<file path="config.mk">
export PLATFORM = sky130hd
export DESIGN_NAME = ula_seq_flat
export DESIGN_NICKNAME = d
export VERILOG_FILES = /design/src/rtl/ula_seq_if.sv /design/src/rtl/ula_seq.sv /design/src/flat_wrapper.sv
export SDC_FILE = /design/constraint.sdc
export NUM_CORES = 1
export LEC_CHECK = 0
export BUFFER_PORTS_ARGS = -buffer_cell sky130_fd_sc_hd__buf_2
export CAP_MARGIN = 10
export CELL_PAD_IN_SITES_DETAIL_PLACEMENT = 0
export CELL_PAD_IN_SITES_GLOBAL_PLACEMENT = 1
export CORE_UTILIZATION = 50
export DETAILED_ROUTE_END_ITERATION = 8
export PLACE_DENSITY = 0.81
export SLEW_MARGIN = 20
export SYNTH_ARGS = -nofsm -noshare
export SYNTH_HDL_FRONTEND = slang
export SYNTH_SLANG_ARGS = --single-unit
</file>
<file path="constraint.sdc">
create_clock -name clk -period 4.8 [get_ports clk]
set_input_delay 0.96 -clock clk [delete_from_list [all_inputs] [get_ports clk]]
set_output_delay 0.96 -clock clk [all_outputs]
set_load 0.05 [all_outputs]
</file>
<file path="src/rtl/ula_seq_if.sv">
// Command/response port bundle between an ALU command source and ula_seq.
// The command side is a valid/ready request carrying the op and register
// addresses; the response side returns the ALU result plus a zero flag.
interface ula_seq_if #(
    parameter int WIDTH = 32,
    parameter int AW    = 2
);
    logic             cmd_valid;
    logic             cmd_ready;
    logic [1:0]       cmd_op;
    logic [AW-1:0]    cmd_rs1;
    logic [AW-1:0]    cmd_rs2;
    logic [AW-1:0]    cmd_rd;
    logic             rsp_valid;
    logic             rsp_ready;
    logic [WIDTH-1:0] rsp_data;
    logic             rsp_zero;

    // Command source / response consumer side
    modport master (
        output cmd_valid, cmd_op, cmd_rs1, cmd_rs2, cmd_rd, rsp_ready,
        input  cmd_ready, rsp_valid, rsp_data, rsp_zero
    );

    // Sequencer side
    modport slave (
        input  cmd_valid, cmd_op, cmd_rs1, cmd_rs2, cmd_rd, rsp_ready,
        output cmd_ready, rsp_valid, rsp_data, rsp_zero
    );
endinterface

</file>
<file path="src/rtl/ula_seq.sv">
// ula_seq: single-outstanding command sequencer in front of a 2-op ALU with
// one cycle of registered latency. Operands come from a small register file
// that can also be preloaded externally; the ALU result is written back to
// the destination register and returned on the response port.
module ula_seq #(
    parameter int  WIDTH = 32,
    parameter int  NREG  = 4,
    localparam int AW    = $clog2(NREG)
) (
    input  logic             clk,
    input  logic             rst_n,
    ula_seq_if.slave         bus,
    input  logic             wr_en,
    input  logic [AW-1:0]    wr_addr,
    input  logic [WIDTH-1:0] wr_data,
    output logic [WIDTH-1:0] alu_a,
    output logic [WIDTH-1:0] alu_b,
    output logic [1:0]       alu_op,
    input  logic [WIDTH-1:0] alu_result,
    output logic             busy
);

    // IDLE: waiting for a command; ISSUE: operands on the ALU inputs;
    // CAPT: ALU result available this cycle; RESP: response held for consumer
    typedef enum logic [1:0] {
        IDLE  = 2'd0,
        ISSUE = 2'd1,
        CAPT  = 2'd2,
        RESP  = 2'd3
    } state_t;

    state_t           state_r;
    state_t           state_s;
    logic [WIDTH-1:0] rf_r [NREG];
    logic [AW-1:0]    rd_r;
    logic             rsp_valid_r;
    logic [WIDTH-1:0] rsp_data_r;
    logic             rsp_zero_r;
    logic             busy_r;
    logic             accept_s;
    logic             wb_s;

    function automatic logic is_zero(input logic [WIDTH-1:0] v);
        return (v == {WIDTH{1'b0}});
    endfunction

    assign accept_s      = (state_r == IDLE) && bus.cmd_valid;
    // The ALU result for the in-flight command is valid during CAPT only
    assign wb_s          = (state_r == CAPT);

    assign bus.cmd_ready = (state_r == IDLE);
    assign bus.rsp_valid = rsp_valid_r;
    assign bus.rsp_data  = rsp_data_r;
    assign bus.rsp_zero  = rsp_zero_r;
    assign busy          = busy_r;

    // Next-state logic for the command sequence
    always_comb begin
        state_s = state_r;
        case (state_r)
            IDLE: begin
                if (bus.cmd_valid) begin
                    state_s = ISSUE;
                end else begin
                    state_s = IDLE;
                end
            end
            ISSUE: state_s = CAPT;
            CAPT:  state_s = RESP;
            RESP: begin
                if (bus.rsp_ready) begin
                    state_s = IDLE;
                end else begin
                    state_s = RESP;
                end
            end
            default: state_s = IDLE;
        endcase
    end

    // State register plus registered status flags derived from the next state
    always_ff @(posedge clk or negedge rst_n) begin
        if (!rst_n) begin
            state_r     <= IDLE;
            busy_r      <= 1'b0;
            rsp_valid_r <= 1'b0;
        end else begin
            state_r     <= state_s;
            busy_r      <= (state_s != IDLE);
            rsp_valid_r <= (state_s == RESP);
        end
    end

    // Operand issue: sample pre-edge register contents on command acceptance
    always_ff @(posedge clk or negedge rst_n) begin
        if (!rst_n) begin
            alu_a  <= {WIDTH{1'b0}};
            alu_b  <= {WIDTH{1'b0}};
            alu_op <= 2'b00;
            rd_r   <= {AW{1'b0}};
        end else if (accept_s) begin
            alu_a  <= rf_r[bus.cmd_rs1];
            alu_b  <= rf_r[bus.cmd_rs2];
            alu_op <= bus.cmd_op;
            rd_r   <= bus.cmd_rd;
        end
    end

    // Response capture: latch the ALU result and its zero flag on CAPT->RESP
    always_ff @(posedge clk or negedge rst_n) begin
        if (!rst_n) begin
            rsp_data_r <= {WIDTH{1'b0}};
            rsp_zero_r <= 1'b0;
        end else if (wb_s) begin
            rsp_data_r <= alu_result;
            rsp_zero_r <= is_zero(alu_result);
        end
    end

    // Register file: ALU writeback has priority over an external write to rd
    always_ff @(posedge clk or negedge rst_n) begin
        if (!rst_n) begin
            for (int i = 0; i < NREG; i++) begin
                rf_r[i] <= {WIDTH{1'b0}};
            end
        end else begin
            for (int i = 0; i < NREG; i++) begin
                if (wb_s && (rd_r == AW'(i))) begin
                    rf_r[i] <= alu_result;
                end else if (wr_en && (wr_addr == AW'(i))) begin
                    rf_r[i] <= wr_data;
                end
            end
        end
    end

endmodule

</file>
<file path="src/flat_wrapper.sv">
// flat-port wrapper written by rule: the top's interface ports become plain ports
module ula_seq_flat 
#(
    parameter int  WIDTH = 32,
    parameter int  NREG  = 4,
    localparam int AW    = $clog2(NREG)
)
  (clk, rst_n, wr_en, wr_addr, wr_data, alu_a, alu_b, alu_op, alu_result, busy, bus_cmd_valid, bus_cmd_op, bus_cmd_rs1, bus_cmd_rs2, bus_cmd_rd, bus_rsp_ready, bus_cmd_ready, bus_rsp_valid, bus_rsp_data, bus_rsp_zero);
  ula_seq_if #(.WIDTH(WIDTH), .AW(2)) bus_i ();
  input  logic clk;
  input  logic rst_n;
  input  logic wr_en;
  input  logic [AW-1:0] wr_addr;
  input  logic [WIDTH-1:0] wr_data;
  output logic [WIDTH-1:0] alu_a;
  output logic [WIDTH-1:0] alu_b;
  output logic [1:0] alu_op;
  input  logic [WIDTH-1:0] alu_result;
  output logic busy;
  input wire logic [$bits(bus_i.cmd_valid)-1:0] bus_cmd_valid;
  input wire logic [$bits(bus_i.cmd_op)-1:0] bus_cmd_op;
  input wire logic [$bits(bus_i.cmd_rs1)-1:0] bus_cmd_rs1;
  input wire logic [$bits(bus_i.cmd_rs2)-1:0] bus_cmd_rs2;
  input wire logic [$bits(bus_i.cmd_rd)-1:0] bus_cmd_rd;
  input wire logic [$bits(bus_i.rsp_ready)-1:0] bus_rsp_ready;
  output wire logic [$bits(bus_i.cmd_ready)-1:0] bus_cmd_ready;
  output wire logic [$bits(bus_i.rsp_valid)-1:0] bus_rsp_valid;
  output wire logic [$bits(bus_i.rsp_data)-1:0] bus_rsp_data;
  output wire logic [$bits(bus_i.rsp_zero)-1:0] bus_rsp_zero;
  assign bus_i.cmd_valid = bus_cmd_valid;
  assign bus_i.cmd_op = bus_cmd_op;
  assign bus_i.cmd_rs1 = bus_cmd_rs1;
  assign bus_i.cmd_rs2 = bus_cmd_rs2;
  assign bus_i.cmd_rd = bus_cmd_rd;
  assign bus_i.rsp_ready = bus_rsp_ready;
  assign bus_cmd_ready = bus_i.cmd_ready;
  assign bus_rsp_valid = bus_i.rsp_valid;
  assign bus_rsp_data = bus_i.rsp_data;
  assign bus_rsp_zero = bus_i.rsp_zero;
  ula_seq #(.WIDTH(WIDTH), .NREG(NREG)) u_core (.clk(clk), .rst_n(rst_n), .bus(bus_i), .wr_en(wr_en), .wr_addr(wr_addr), .wr_data(wr_data), .alu_a(alu_a), .alu_b(alu_b), .alu_op(alu_op), .alu_result(alu_result), .busy(busy));
endmodule
</file>
# Word level (Yosys, flattened, before mapping)
# Index checks and enable logic that the tools add are counted.
word_totals:
  register_bits: 233
  output_inout_bits: 102
op_classes:
  order_cmp: 2
  n_eq_ne: 10
  mux: 17
  bitwise_logic: 2
  n_reduce_logical: 18
op_table:
  columns: ["cell", "n"]
  rows:
  - ["two-way mux 32 bit", 12]
  - ["binary-select mux 32 bit (select 2 bit)", 2]
  - ["logical NOT 32 bit", 1]
  - ["== test 2 bit, second input constant", 7]
  - ["nonzero test 2 bit", 5]
  - ["logical AND 1 bit", 9]
  - ["one-hot mux 2 bit (4 select lines)", 1]
  - ["== test 2 x 1 -> 1 bit, second input constant", 3]
  - ["greater-or-equal comparator 3 bit, second input constant", 2]
  - ["logical NOT 2 bit", 3]
  - ["NOT 2 -> 3 bit", 2]
  - ["two-way mux 2 bit", 1]
  - ["two-way mux 1 bit", 1]

# Longest topological paths before layout
logic_depth:
  depth_word: 4
  mapped_depth: 5
  mapped_depth_nobuf: 3

# Worst setup path before layout
# OpenSTA, ideal clock, no wires.
synth_timing:
  path_type: "input to register"
  startpoint: "input bus_cmd_rs2[0]"
  endpoint: "register u_core.alu_b[25]"
  t_arrival_ns: 2.281
  required_time_ns: 4.672
  path_slack_ns: 2.392
  cell_stages: 4
  path_buffers: 2
  path_cell_list: "clkbuf_1 buf_2 mux4_2 mux2_1"
synth_between:
  elab_chain_len: 4
synth_lines:
  columns: ["element", "line", "source"]
  rows:
  - ["start, declared", "flat_wrapper.sv:23", "input wire logic [$bits(bus_i.cmd_rs2)-1:0] bus_cmd_rs2;"]
  - ["NOT 2 -> 3 bit (not written as such)", "ula_seq.sv:103", "alu_b <= rf_r[bus.cmd_rs2];"]
  - ["binary-select mux 32 bit (select 2 bit)", "ula_seq.sv:103", null]
  - ["two-way mux 32 bit (not written as such) (2 in series)", "ula_seq.sv:103", null]
  - ["end signal, assigned", "ula_seq.sv:98", "alu_b <= {WIDTH{1'b0}};"]
  - ["end signal, assigned", "ula_seq.sv:103", null]
  - ["end, declared", "ula_seq.sv:17", "output logic [WIDTH-1:0] alu_b,"]
# No other way between the ends. The select of a mux whose other input is x is not followed.
# A chain may end at the register's enable or synchronous reset.

# Worst setup path in the final report
layout_timing:
  startpoint: "register u_core.state_r[0]"
  endpoint: "output bus_cmd_ready"
layout_between:
  elab_chain_len: 1
layout_lines:
  columns: ["element", "line", "source"]
  rows:
  - ["start, declared", "ula_seq.sv:32", "state_t state_r;"]
  - ["start signal, assigned", "ula_seq.sv:88", "state_r <= state_s;"]
  - ["logical NOT 2 bit", "ula_seq.sv:51", "assign bus.cmd_ready = (state_r == IDLE);"]
  - ["end, declared", "flat_wrapper.sv:26", "output wire logic [$bits(bus_i.cmd_ready)-1:0] bus_cmd_ready;"]
# No other way between the ends.

==> results summary <==
The flow ran to the end, and the final reports show no timing, DRC or antenna violations. Grouping stages by cell kind, the critical path spends the most delay in flip-flops. The detailed-route via count is about 7,500. The maximum fanout encountered on the critical timing path came out at 8. The height of the chip is around 150 um. The maximum clock frequency came out at approximately 400 MHz. Compared with the post-synthesis result, the final layout area differs by 17.68%.

The number of clock sinks came out at 233. The longest clock path from root to sink contains 3 buffers. In this run the number of H-tree levels came out at 1. The total die area is 23,720 um2. The total power divided by cell area is 744.7 nW/um2. After clock tree synthesis, the clock-pin slew on the worst setup and hold paths is about 0.06 ns.

The effective utilization at floorplan is 51.04%. The critical path's largest stage delay is roughly 0.49 ns. The number of cells on the worst reg-to-reg path came out at 4. The aggregate global routing overflow is 0. For this run, the detailed router's first-pass iteration total came to 4. The transition time at the pin with the least slew margin came out at 1.070 ns. The setup slack on the worst flop-to-flop path is around 2.5 ns. The core region is 22,640 um2. The worst slew slack as a fraction of its limit is 28.66%. The number of I/O port buffers is 180. The count of instances resized after the clock tree is built came out at 0. The number of storage elements in the synthesis netlist is 233. The worst path required time is 3.84 ns. In the layout the commonest cells are dfrtp_1, buf_2, mux2i_1.

The routed design could run at a clock period as short as 2.483 ns. The worst register-to-register path ends at u_core.rf_r[60]$_DFFE_PN0P_. The number of placement rows came out at 55. The synthesized net count is 921.

The count of distinct cell types in the synthesized netlist came out at 31. The via count normalized by instance count is 5.783. The remaining routing DRC violations is 0. At the placement stage, the worst setup path has a slack of 1.770 ns.

The die is 154.0 um wide. The analysis attributes to cell leakage a power of 6.220 nW. The combined global-route utilization of all metal layers is approximately a quarter.

The clock skew came out at about 0.0093 ns. The worst setup path is launched from a flip-flop. The hold slack is 0.3862 ns.

The biggest area consumer among synthesized cells is dfrtp_1. Setup repair after global routing left no endpoint under its margin. Wires add up to 29,020 um. The worst setup path is of the flip-flop to output port kind. The cell area after technology mapping is between 10,000 and 15,000 um2. The count of nets left with antenna violations after detail routing is 0. Together, buffers and inverters on the worst path number 1. The slowest stage cell on the critical path is dfrtp_1. A synthesized cell averages 13.72 um2. The worst path arrival time is roughly 1.5 ns.

Across the run, the number of max-cap violations was 0. The via count of the first global-routing pass is 7,803. The number of antenna violations at the first check in global routing is 3. The buffer cell driving the clock tree root is clkbuf_16.

The worst path meets setup with around 2.3 ns of slack. The signal on the critical path passes through nor2_1, buf_2. The net count reported at finish is approximately 1,100.

The startpoint of the worst setup timing path is u_core.state_r[0]$_DFF_PN0_. Overall power consumption after layout is estimated at around 10 mW. Dividing the detail-routed wire length by the instance count gives 22.27 um. Routability-driven placement finished with a final weighted congestion of between 0.7 and 0.8. The filler cell count came out at 1,805. TritonCTS built the clock tree. The final number of setup-violating endpoints is 0. The number of setup buffers added after CTS is 0. The final count of pins violating max slew was 0. The aggregate negative setup slack is 0 ns. The post-cts hold buffer count came out at 0.

The top cell type's share of synthesized area came out at 50.46%. The proportion of layout cells with a drive suffix above 1 came out at 40.75%. The final hold violation count came out at 0. At the later pin of the worst-skew pair, clock insertion delay measures 0.53 ns. The initial detailed-routing violation count came out at 412. The total CTS buffers is 27. The largest net degree at the start of global routing is between 80 and 90.

The share of the yosys chip area belonging to registers came out at 50.46%. The capturing element type of the critical path is an output port. The startpoint identified for the worst register-to-register timing path is u_core.state_r[0]$_DFF_PN0_.

The synthesis warning total came out at 0. The worst hold path belongs to the class input pin to asynchronous set/reset pin. The most common cell after layout, fill and taps aside is dfrtp_1. After synthesis, the cell types taking the most area are dfrtp_1, mux4_2, mux2i_1.

VDD sags by at most 0.0004520 V. Dividing the final minimum period by the clock period gives between 50 and 60%. For this design the top-level I/O count stands at roughly 180. The wire length of the first global-routing pass came out at 46,080 um.

In the synthesized netlist, the number of instances is 842. Summed over all nets, the half-perimeter wirelength after detailed placement is approximately 17,000 um.
power by group:
group | switching [mW] | total, mW | internal [mW]
combinational | 2.66 | 4.34 | 1.68
clock | 0.807 | 2.12 | 1.31
sequential | 0.701 | 3.67 | 2.97
worst register-to-register path: cells and delay by family (launching register included):
| family | cells | cell delay [ns] |
|---|---|---|
| buffers and inverters | 1 | 0.46 |
| DFF | 1 | 0.49 |
| and+or+nand+nor | 1 | 0.60 |
| AOI/OAI and AO/OA | 1 | 0.21 |
| muxes | 1 | 0.46 |
flip-flops by register name, summed over array words and instances, names as in the netlist:
register / count
u_core.rf_r: 128
u_core.alu_op: 2
u_core.bus.rsp_data: 32
u_core.state_r: 2
u_core.alu_b: 32
u_core.busy: 1
u_core.alu_a: 32
u_core.bus.rsp_valid: 1
u_core.rd_r: 2
u_core.bus.rsp_zero: 1
routing by layer:
layer	wire [um]	track usage [%]	part of all wire (%)
met1	13280	36.74	46
met2	14120	41.54	49
met3	1236	3.467	4.3
met4	364	5.286	1.3
met5	13	0	0.045
cells in the mapped netlist:
master    count
dfrtp_1     233
mux2i_1      96
mux2_2       76
nand2_1      66
mux4_2       64
o21ai_0      64
mux2_1       58
nor2_1       34
a21oi_1      32
clkbuf_1     30
mux2_4       30
buf_2        25
nor4_1        8
buf_6         4
buf_4         3
buf_1         2
nand4_1       2
or2_1         2
a21boi_0      1
and2_1        1
and3_1        1
and4bb_1      1
nand2b_1      1
nand3_1       1
nand3b_1      1
nand4b_1      1
nor3b_1       1
nor4b_2       1
nor4bb_1      1
o21bai_4      1
o31ai_1       1
kinds of logic (layout without fill, tap and decap cells):
logic type	after synthesis	after routing	synth area share (%)
buffers and inverters	64	238	2.707
other	0	2	0
AOI/OAI and AO/OA	99	99	4.451
DFF	233	233	50.46
and+or+nand+nor	122	122	4.635
muxes	324	324	37.75
worst max path at each step:
stage / endpoint / cells after the start
floorplan: u_core.alu_b[25]$_DFFE_PN0P_ / 4
global placement: u_core.alu_a[0]$_DFFE_PN0P_ / 4
detailed placement: u_core.alu_a[29]$_DFFE_PN0P_ / 4
CTS: bus_cmd_ready / 2
global route: u_core.alu_a[22]$_DFFE_PN0P_ / 4
finish: bus_cmd_ready / 2
stage by stage:
stage / instances / area, um2 / util [%]
after floorplan: 842 / 11550 / -
after global placement: 1256 / 12670 / 55.98
after detailed placement: 1256 / 12670 / 55.98
after CTS: 1301 / 13590 / 60.02
after global routing: 1303 / 13600 / 60.06
final: 1303 / 13600 / 60.06
area by class of cell:
cell class / instances / area (um2) / share of cell area [%]
Multi-Input combinational cell: 545 / 5459 / 40.15
Clock inverter: 11 / 161.4 / 1.187
Sequential cell: 233 / 5831 / 42.88
Clock buffer: 34 / 752.0 / 5.530
Antenna cell: 2 / 5.005 / 0.03681
Tap cell: 285 / 356.6 / 2.622
Timing Repair Buffer: 193 / 1033 / 7.600
(Power assumes the default switching activity.)
